==> config.mk <==
export PLATFORM = sky130hd
export DESIGN_NAME = lpc_pcm_player
export DESIGN_NICKNAME = d
export VERILOG_FILES = /design/src/rtl/lpc_pkg.sv /design/src/rtl/lpc_sample_fifo.sv /design/src/rtl/lpc_pcm_player.sv
export SDC_FILE = /design/constraint.sdc
export NUM_CORES = 1
export LEC_CHECK = 0
export BUFFER_PORTS_ARGS = -buffer_cell sky130_fd_sc_hd__buf_4
export CAP_MARGIN = 20
export CORE_UTILIZATION = 62
export DETAILED_ROUTE_END_ITERATION = 8
export PLACE_DENSITY = 0.83
export SYNTH_ARGS = -nofsm -noshare
export SYNTH_HDL_FRONTEND = slang
export SYNTH_SLANG_ARGS = --single-unit
export TNS_END_PERCENT = 30
==> constraint.sdc <==
create_clock -name ACLK -period 4.9 [get_ports ACLK]
set_clock_uncertainty 0.2 [all_clocks]
set_input_delay 0.735 -clock ACLK [delete_from_list [all_inputs] [get_ports ACLK]]
set_output_delay 0.735 -clock ACLK [all_outputs]
set_load 0.05 [all_outputs]
==> src/rtl/lpc_pkg.sv <==
// rtl/lpc_pkg.sv - shared LPC widths, player state encoding and helpers
package lpc_pkg;

    localparam int LPC_SAMPLE_W   = 16;
    localparam int LPC_FRAME_W    = 80;
    localparam int LPC_UNDERRUN_W = 16;

    typedef enum logic {
        PLAYER_IDLE = 1'b0,
        PLAYER_PLAY = 1'b1
    } player_state_t;

    function automatic logic [LPC_UNDERRUN_W-1:0] sat_inc(input logic [LPC_UNDERRUN_W-1:0] v);
        return (&v) ? v : v + LPC_UNDERRUN_W'(1);
    endfunction

endpackage

==> src/rtl/lpc_sample_fifo.sv <==
// rtl/lpc_sample_fifo.sv - synchronous sample FIFO with count, full/empty and head
module lpc_sample_fifo
    import lpc_pkg::*;
#(
    parameter int W     = LPC_SAMPLE_W + 1,
    parameter int DEPTH = 64,
    localparam int AW   = $clog2(DEPTH),
    localparam int CW   = AW + 1
) (
    input  logic          ACLK,
    input  logic          ARESET_N,
    input  logic          push,
    input  logic [W-1:0]  push_data,
    input  logic          pop,
    output logic [CW-1:0] count,
    output logic          full,
    output logic          empty,
    output logic [W-1:0]  head
);

    logic [W-1:0]  mem [DEPTH];
    logic [AW-1:0] wr_ptr;
    logic [AW-1:0] rd_ptr;
    logic          do_push;
    logic          do_pop;

    assign full    = (count == CW'(DEPTH));
    assign empty   = (count == '0);
    assign do_push = push && !full;
    assign do_pop  = pop && !empty;
    assign head    = mem[rd_ptr];

    // Storage needs no reset: a cleared count makes stale entries unreachable.
    always_ff @(posedge ACLK) begin
        if (do_push) begin
            mem[wr_ptr] <= push_data;
        end
    end

    always_ff @(posedge ACLK or negedge ARESET_N) begin
        if (!ARESET_N) begin
            wr_ptr <= '0;
            rd_ptr <= '0;
            count  <= '0;
        end else begin
            if (do_push) begin
                wr_ptr <= wr_ptr + AW'(1);
            end
            if (do_pop) begin
                rd_ptr <= rd_ptr + AW'(1);
            end
            case ({do_push, do_pop})
                2'b10:   count <= count + CW'(1);
                2'b01:   count <= count - CW'(1);
                default: count <= count;
            endcase
        end
    end

endmodule

==> src/rtl/lpc_pcm_player.sv <==
// rtl/lpc_pcm_player.sv - buffers decoded samples and releases one per sample tick
module lpc_pcm_player
    import lpc_pkg::*;
#(
    parameter int DATA_W      = LPC_SAMPLE_W,
    parameter int DEPTH       = 64,
    parameter int PRIME_LEVEL = 32,
    parameter int CLK_DIV     = 12500
) (
    input  logic                      ACLK,
    input  logic                      ARESET_N,
    input  logic [DATA_W-1:0]         IN_DECODED,
    input  logic                      IN_VALID,
    output logic                      IN_READY,
    input  logic                      IN_LAST,
    output logic [DATA_W-1:0]         PCM_DATA,
    output logic                      PCM_STROBE,
    output logic                      PCM_LAST,
    output logic                      UNDERRUN,
    output logic [LPC_UNDERRUN_W-1:0] UNDERRUN_CNT,
    output logic [$clog2(DEPTH):0]    FILL_LEVEL,
    output logic                      PLAYING
);

    localparam int CW    = $clog2(DEPTH) + 1;
    localparam int DIV_W = $clog2(CLK_DIV);

    player_state_t    state_q;
    player_state_t    state_d;
    logic [DIV_W-1:0] tick_cnt;
    logic [CW-1:0]    last_pending;
    logic [CW-1:0]    fifo_count;
    logic [DATA_W:0]  head;
    logic             fifo_full;
    logic             fifo_empty;
    logic             ready_q;
    logic             push;
    logic             pop;
    logic             tick;
    logic             head_last;

    lpc_sample_fifo #(
        .W     (DATA_W + 1),
        .DEPTH (DEPTH)
    ) u_fifo (
        .ACLK      (ACLK),
        .ARESET_N  (ARESET_N),
        .push      (push),
        .push_data ({IN_LAST, IN_DECODED}),
        .pop       (pop),
        .count     (fifo_count),
        .full      (fifo_full),
        .empty     (fifo_empty),
        .head      (head)
    );

    // ready_q holds IN_READY low until the first edge after reset release.
    assign IN_READY   = ready_q && !fifo_full;
    assign push       = IN_VALID && IN_READY;
    assign tick       = (state_q == PLAYER_PLAY) && (tick_cnt == DIV_W'(CLK_DIV - 1));
    assign pop        = tick && !fifo_empty;
    assign head_last  = head[DATA_W];
    assign FILL_LEVEL = fifo_count;
    assign PLAYING    = (state_q == PLAYER_PLAY);

    always_comb begin
        state_d = state_q;
        case (state_q)
            PLAYER_IDLE: begin
                if ((fifo_count >= CW'(PRIME_LEVEL)) || (last_pending != '0)) begin
                    state_d = PLAYER_PLAY;
                end
            end
            PLAYER_PLAY: begin
                // Leave once the end-of-utterance strobe has been presented.
                if (PCM_STROBE && PCM_LAST) begin
                    state_d = PLAYER_IDLE;
                end
            end
            default: state_d = PLAYER_IDLE;
        endcase
    end

    always_ff @(posedge ACLK or negedge ARESET_N) begin
        if (!ARESET_N) begin
            state_q      <= PLAYER_IDLE;
            tick_cnt     <= '0;
            last_pending <= '0;
            ready_q      <= 1'b0;
        end else begin
            state_q <= state_d;
            ready_q <= 1'b1;
            if ((state_q == PLAYER_PLAY) && (state_d == PLAYER_PLAY)) begin
                tick_cnt <= tick ? '0 : tick_cnt + DIV_W'(1);
            end else begin
                tick_cnt <= '0;
            end
            case ({push && IN_LAST, pop && head_last})
                2'b10:   last_pending <= last_pending + CW'(1);
                2'b01:   last_pending <= last_pending - CW'(1);
                default: last_pending <= last_pending;
            endcase
        end
    end

    always_ff @(posedge ACLK or negedge ARESET_N) begin
        if (!ARESET_N) begin
            PCM_DATA     <= '0;
            PCM_STROBE   <= 1'b0;
            PCM_LAST     <= 1'b0;
            UNDERRUN     <= 1'b0;
            UNDERRUN_CNT <= '0;
        end else begin
            PCM_STROBE <= tick;
            PCM_LAST   <= pop && head_last;
            UNDERRUN   <= tick && fifo_empty;
            if (pop) begin
                PCM_DATA <= head[DATA_W-1:0];
            end else if (tick) begin
                PCM_DATA <= '0;
            end
            if (tick && fifo_empty) begin
                UNDERRUN_CNT <= sat_inc(UNDERRUN_CNT);
            end
        end
    end

endmodule

=== Word level (Yosys, flattened, before mapping) ===
Memories as Yosys holds them, arrays and structs flattened.
Cells that the tools add are included.

* Register bits after elaboration: 77
* Bits of input ports: 20
* Memories: 1
* Bits in writable memories: 1088
* Output and inout port bits: 44
* Word-level logic and storage cells: 62

{| class="wikitable"
|+ Memory list
! name !! depth !! width !! rd ports !! clocked after memory_dff !! write ports !! RTL line !! source
|-
| u_fifo.mem || 64 || 17 || 1 || 0 || 1 || lpc_sample_fifo.sv:21 || <nowiki>logic [W-1:0] mem [DEPTH];</nowiki>
|}

* $lt $le $gt $ge: 1
* Multiplexer cells: 11
* Equality and inequality tests: 6
* Add/sub/neg operators: 8
* Reduce and logical (&&, ||, !) cells: 21
* Bitwise gates (word level): 2

{| class="wikitable"
|+ Operators by type and width
! cell !! number
|-
| 2-to-1 mux 16 bit || 2
|-
| 2-to-1 mux 14 bit || 2
|-
| case mux 7 bit (2 select lines) || 2
|-
| adder 16 x 1 -> 16 bit (second input constant) || 1
|-
| AND reduction 16 bit || 1
|-
| adder 14 x 1 -> 14 bit (second input constant) || 1
|-
| adder 7 x 1 -> 7 bit (second input constant) || 2
|-
| equality test 14 bit (second input constant) || 1
|-
| subtractor 7 x 1 -> 7 bit (second input constant) || 2
|-
| adder 6 x 1 -> 6 bit (second input constant) || 2
|-
| logical AND 1 bit || 11
|-
| equality test 7 bit (second input constant) || 1
|-
| greater-or-equal comparator 7 x 6 -> 1 bit (second input constant) || 1
|-
| logical NOT 7 bit || 1
|-
| nonzero test 7 bit || 1
|-
| nonzero test 2 bit || 3
|-
| equality test 2 x 1 -> 1 bit (second input constant) || 2
|-
| equality test 2 bit (second input constant) || 2
|-
| 2-to-1 mux 1 bit || 4
|-
| logical NOT 1 bit || 2
|-
| NOT 1 bit || 2
|-
| case mux 1 bit (2 select lines) || 1
|-
| AND reduction 2 bit || 1
|-
| logical OR 1 bit || 1
|}

=== Longest topological paths before layout ===
* Depth in word-level cells: 7
* Depth in mapped cells: 18
* Depth with buffers taken out: 16

=== By module ===
A second synthesis with hierarchy kept.

* Cell total of the unflattened synthesis: 2372
* Area, all modules: 45851.5 µm²

{| class="wikitable"
|+ By module, submodules not included
! module !! instances !! cells an instance !! area an instance (µm²) !! sequential area each (µm²)
|-
| lpc_sample_fifo || 1 || 2083 || 43017.5 || 33146.8
|-
| lpc_pcm_player || 1 || 289 || 2834.0 || 1451.4
|}

=== Least setup slack after synthesis ===
OpenSTA, ideal clock, no wires.

* Path kind: register -> register
* Start point: register tick_cnt[2]
* End point: register last_pending[6]
* Cell stages (with the launch flop): 17
* Required time: 4.621 ns
* Slack: 0.644 ns
* Period minus slack after synthesis: 4.256 ns
* Library setup time: 0.079 ns
* Buffers on the path: 2
* Arrival: 3.977 ns
* Cells stage by stage: dfrtp_1 or4_1 or4_4 nor2b_1 buf_2 and2_1 buf_2 o311ai_0 o21ai_1 ha_1 ha_1 nor2b_1 o21ai_0 a21boi_0 or4_1 nand3_1 xor2_1

* Cells in the longest elaborated chain, start to end: 6
* Elaborated cells between the ends (all ways): 8
* Classes of those cells: eq/ne: 3; mux: 1; reduce/logical: 4

{| class="wikitable"
|+ RTL lines
! what !! RTL line !! source
|-
| from (decl) || lpc_pcm_player.sv:30 || <nowiki>logic [DIV_W-1:0] tick_cnt;</nowiki>
|-
| from (signal assigned) || lpc_pcm_player.sv:94 || <nowiki>tick_cnt <= tick ? '0 : tick_cnt + DIV_W'(1);</nowiki>
|-
| equality test 14 bit (*) || lpc_pcm_player.sv:60 || <nowiki>assign tick = (state_q == PLAYER_PLAY) && (tick_cnt == DIV_W'(CLK_DIV - 1));</nowiki>
|-
| logical AND 1 bit (*) || lpc_pcm_player.sv:60 ||
|-
| logical AND 1 bit (*) || lpc_pcm_player.sv:61 || <nowiki>assign pop = tick && !fifo_empty;</nowiki>
|-
| logical AND 1 bit (*) || lpc_pcm_player.sv:98 || <nowiki>case ({push && IN_LAST, pop && head_last})</nowiki>
|-
| equality test 2 x 1 -> 1 bit or equality test 2 bit (tied branches) || lpc_pcm_player.sv:98 ||
|-
| case mux 7 bit (2 select lines) or nonzero test 2 bit (tied branches) || n/a ||
|-
| to (signal assigned) || lpc_pcm_player.sv:99 || <nowiki>2'b10: last_pending <= last_pending + CW'(1);</nowiki>
|-
| to (signal assigned) || lpc_pcm_player.sv:100 || <nowiki>2'b01: last_pending <= last_pending - CW'(1);</nowiki>
|-
| to (signal assigned) || lpc_pcm_player.sv:101 || <nowiki>default: last_pending <= last_pending;</nowiki>
|-
| to (decl) || lpc_pcm_player.sv:31 || <nowiki>logic [CW-1:0] last_pending;</nowiki>
|}

Every way passes the cells marked *; elsewhere a longest branch is shown, timed or not.
A chain may end at the register's enable or synchronous reset.

=== Worst setup path after layout ===
* Start point: register tick_cnt[8]
* End point: register last_pending[6]

The elaborated chain is that of the path after synthesis.

==> flow_summary.yaml <==
run_status:
  status: "finished clean"
detailed_routing:
  ant_nets: 0
  viasPerCell: 7.00
  drc_errors: 0
  finalWirelength_um: 111000
  num_vias: 24400
  firstDrtPassIters: 6
  wire_per_inst_um: 32.0
  drt_iter0_markers: 3582
layout:
  final_area_sq_um: 50700
  synthToLayoutAreaGrowth_pct: 11.8
  fin_nets: 2480
  fin_cells: 3483
  diodes: 0
  final_util_pct: 70.5
  drive_gt1_share_pct: 21.0
logic_synthesis:
  synth_flop_cell: "edfxtp_1"
  ys_ff_latch: 1165
  synth_top_area_cell: "edfxtp_1"
  synth_common_cells: "edfxtp_1 (1088), mux4_2 (193), mux2i_1 (179), nor2_1 (91), dfrtp_1 (77)"
  yosysWarnings: 0
  synthesis.area_sq_um: 45300
  syn_avg_cell_area_sq_um: 19.7
  synth_cells: 2300
  synth_nets: 2338
  yosys.cell_count.top_type: "edfxtp_1"
  ys_seq_area_share_pct: 76.3
  synth_cell_types: 54
  synth.top_cell.area_share_pct: 72.1
  synth-async-reset-ratio_pct: 6.61
  synth_edf_count: 1088
  synthTopCellsByArea: "edfxtp_1 (72%), mux4_2 (9.6%), dfrtp_1 (4.3%)"
sta:
  fmaxAchievable_mhz: 216
  fin_tns_setup_ns: 0
  tightest_slew_ns: 1.03
  timing.hold.ws_ns: 0.250
  rsz0062_at_grt: "no"
  period_needed_ns: 4.63
  fin_crit_sh_pct: 94.5
  finalMaxSlewViolations: 0
  setup_viol: 0
  relSlewSlack_pct: 31.0
  hold_viol: 0
placement:
  port_buffers: 63
  dpl.hpwl_um: 59900
  gp_congestion: 0.867
  dp.cells: 3278
  place_area_sq_um: 47200
critical_path:
  crit_buf_inv: 2
  cpMaxStageDelayCell: "or4_4"
  cp.required_ns: 5.26
  arrival_ns: 4.99
  critPathMaxStageDelay_ns: 0.55
  r2r-start: "tick_cnt[8]$_DFF_PN0_"
  cp.depth: 16
  crit_chain: "or4_1 -> or4_4 -> nor2b_1 -> buf_4 -> and2_1 -> o311ai_0 -> o21ai_1 -> buf_4 -> ha_2 -> ha_1 -> nor2b_1 -> o21ai_1 -> a21boi_1 -> or4_1 -> nand3_1 -> xor2_1"
  reg2reg_to: "last_pending[6]$_DFFE_PN0P_"
  path_max_fanout: 8
  path_delay_family: "simple AND/OR/NAND/NOR gates"
  ff2ff_setup_slack_ns: 0.27
  critPathCaptureType: "register"
  crit_type: "register to register"
  worst_r2r_path_depth: 16
  cp-start-kind: "register"
cts:
  cts_max_path_buffers: 3
  clock_latency_ns: 0.69
  cts_tree: "yes"
  cts-buffers-inserted: 109
  cts.reportedPaths.clkPinSlew_ns: 0.06
  root_buffer: "clkbuf_16"
  clkSinkCount: 1165
  cts_max_level: 3
grt:
  grt_use_total_pct: 30.3
  grt_pass1_vias: 24100
  grt_first_pass_wirelength_um: 161000
  antenna_found_initial: 1
  gr-total-overflow: 0
  grt_max_degree: 139
die:
  chipWidth_um: 272
  die-area_sq_um: 74200
  ios: 64
  start_util_pct: 63.1
  die_h_um: 272
  rows: 98
  core_area_sq_um: 71900
pwr:
  ir_drop_mv: 0.346
  leakage_uw: 0.0159
  powerDensity_nw_per_um2: 399
worst_hold_path:
  min_path_type: "input port to asynchronous set/reset pin"
run:
  cap_violations: 0
[kinds of logic (layout without fill, tap and decap cells)]
| family | count (synthesis) | in the layout | synth area share, % |
|---|---|---|---|
| other | 1 | 1 | 0.00827 |
| xor gates and xnor gates | 46 | 46 | 0.889 |
| muxes | 393 | 393 | 14.1 |
| buffers and inverters | 149 | 382 | 1.36 |
| AOI/OAI and AO/OA | 275 | 275 | 4.12 |
| DFF | 1165 | 1165 | 76.3 |
| and+or+nand+nor | 253 | 253 | 2.69 |
| adders and majority gates | 18 | 18 | 0.530 |
[where the power goes]
group / internal [uW] / leakage, uW / total (uW) / switching [uW]
Clock: 4470 / 0.00165 / 8060 / 3590
Sequential: 11100 / 0.0108 / 11300 / 163
Combinational: 253 / 0.00343 / 866 / 613
Total: 15800 / 0.0159 / 20200 / 4360
[registers in the layout, indices dropped and copies added (netlist names)]
register       flops
PCM_LAST           1
PLAYING            1
u_fifo.wr_ptr      6
PCM_STROBE         1
u_fifo.rd_ptr      6
tick_cnt          14
u_fifo.mem      1088
ready_q            1
UNDERRUN_CNT      16
last_pending       7
PCM_DATA          16
u_fifo.count       7
UNDERRUN           1
[layout make-up]
type                            count  area [sq um]
Sequential cell                  1165         34600
Clock buffer                      140          2890
Clock inverter                     62           495
Multi-Input combinational cell    986         10100
Tap cell                          950          1190
Timing Repair Buffer              160          1270
Inverter                           20          75.1
Fill cell                        4049         21200
[layer usage]
layer	global-route usage, %	vias up	part of all wire, %
met2	48.3	2051	48
li1	-	9697	-
met3	6.24	294	13
met1	42.4	12400	35
met4	10.7	0	3.9
met5	0	-	0
[layout by cell type, fill, tap and decap left out, types with 20 or more instances in the layout]
cell,synthesis,final
nor2b_1,25,24
clkbuf_1,74,29
o21ai_0,46,45
dfrtp_1,77,72
o22ai_1,48,48
mux2_2,21,21
inv_1,20,20
clkinv_1,0,30
a21oi_1,37,37
mux4_2,193,193
xnor2_1,28,28
nand2_1,54,54
edfxtp_1,1088,1088
clkbuf_16,0,111
nand3_1,38,37
nor2_1,91,91
o221ai_1,32,32
mux2i_1,179,179
buf_4,2,154
a211oi_1,48,48
[worst max-delay path by stage]
stage | from | to
floorplan | tick_cnt[2]$_DFF_PN0_ | last_pending[6]$_DFFE_PN0P_
global placement | tick_cnt[2]$_DFF_PN0_ | last_pending[6]$_DFFE_PN0P_
detailed placement | tick_cnt[2]$_DFF_PN0_ | last_pending[6]$_DFFE_PN0P_
CTS | tick_cnt[8]$_DFF_PN0_ | last_pending[6]$_DFFE_PN0P_
global route | tick_cnt[8]$_DFF_PN0_ | last_pending[6]$_DFFE_PN0P_
finish | tick_cnt[8]$_DFF_PN0_ | last_pending[6]$_DFFE_PN0P_
[per-stage QoR]
step | setup WS [ns] | power [uW]
global placement | 0.371 | 12200
detailed placement | 0.167 | 12300
floorplan | 0.644 | 11900
global route | 0.0543 | 20700
CTS | 0.0603 | 20200
finish | 0.269 | 20200
[what timing repair did]
action	in CTS	in global routing
setup endpoints to repair	0	1
setup buffers	0	1
gates resized for setup	0	3
hold buffers	0	1
endpoints found under the hold margin	0	9
No activity file was read; power rests on OpenSTA's default activity.
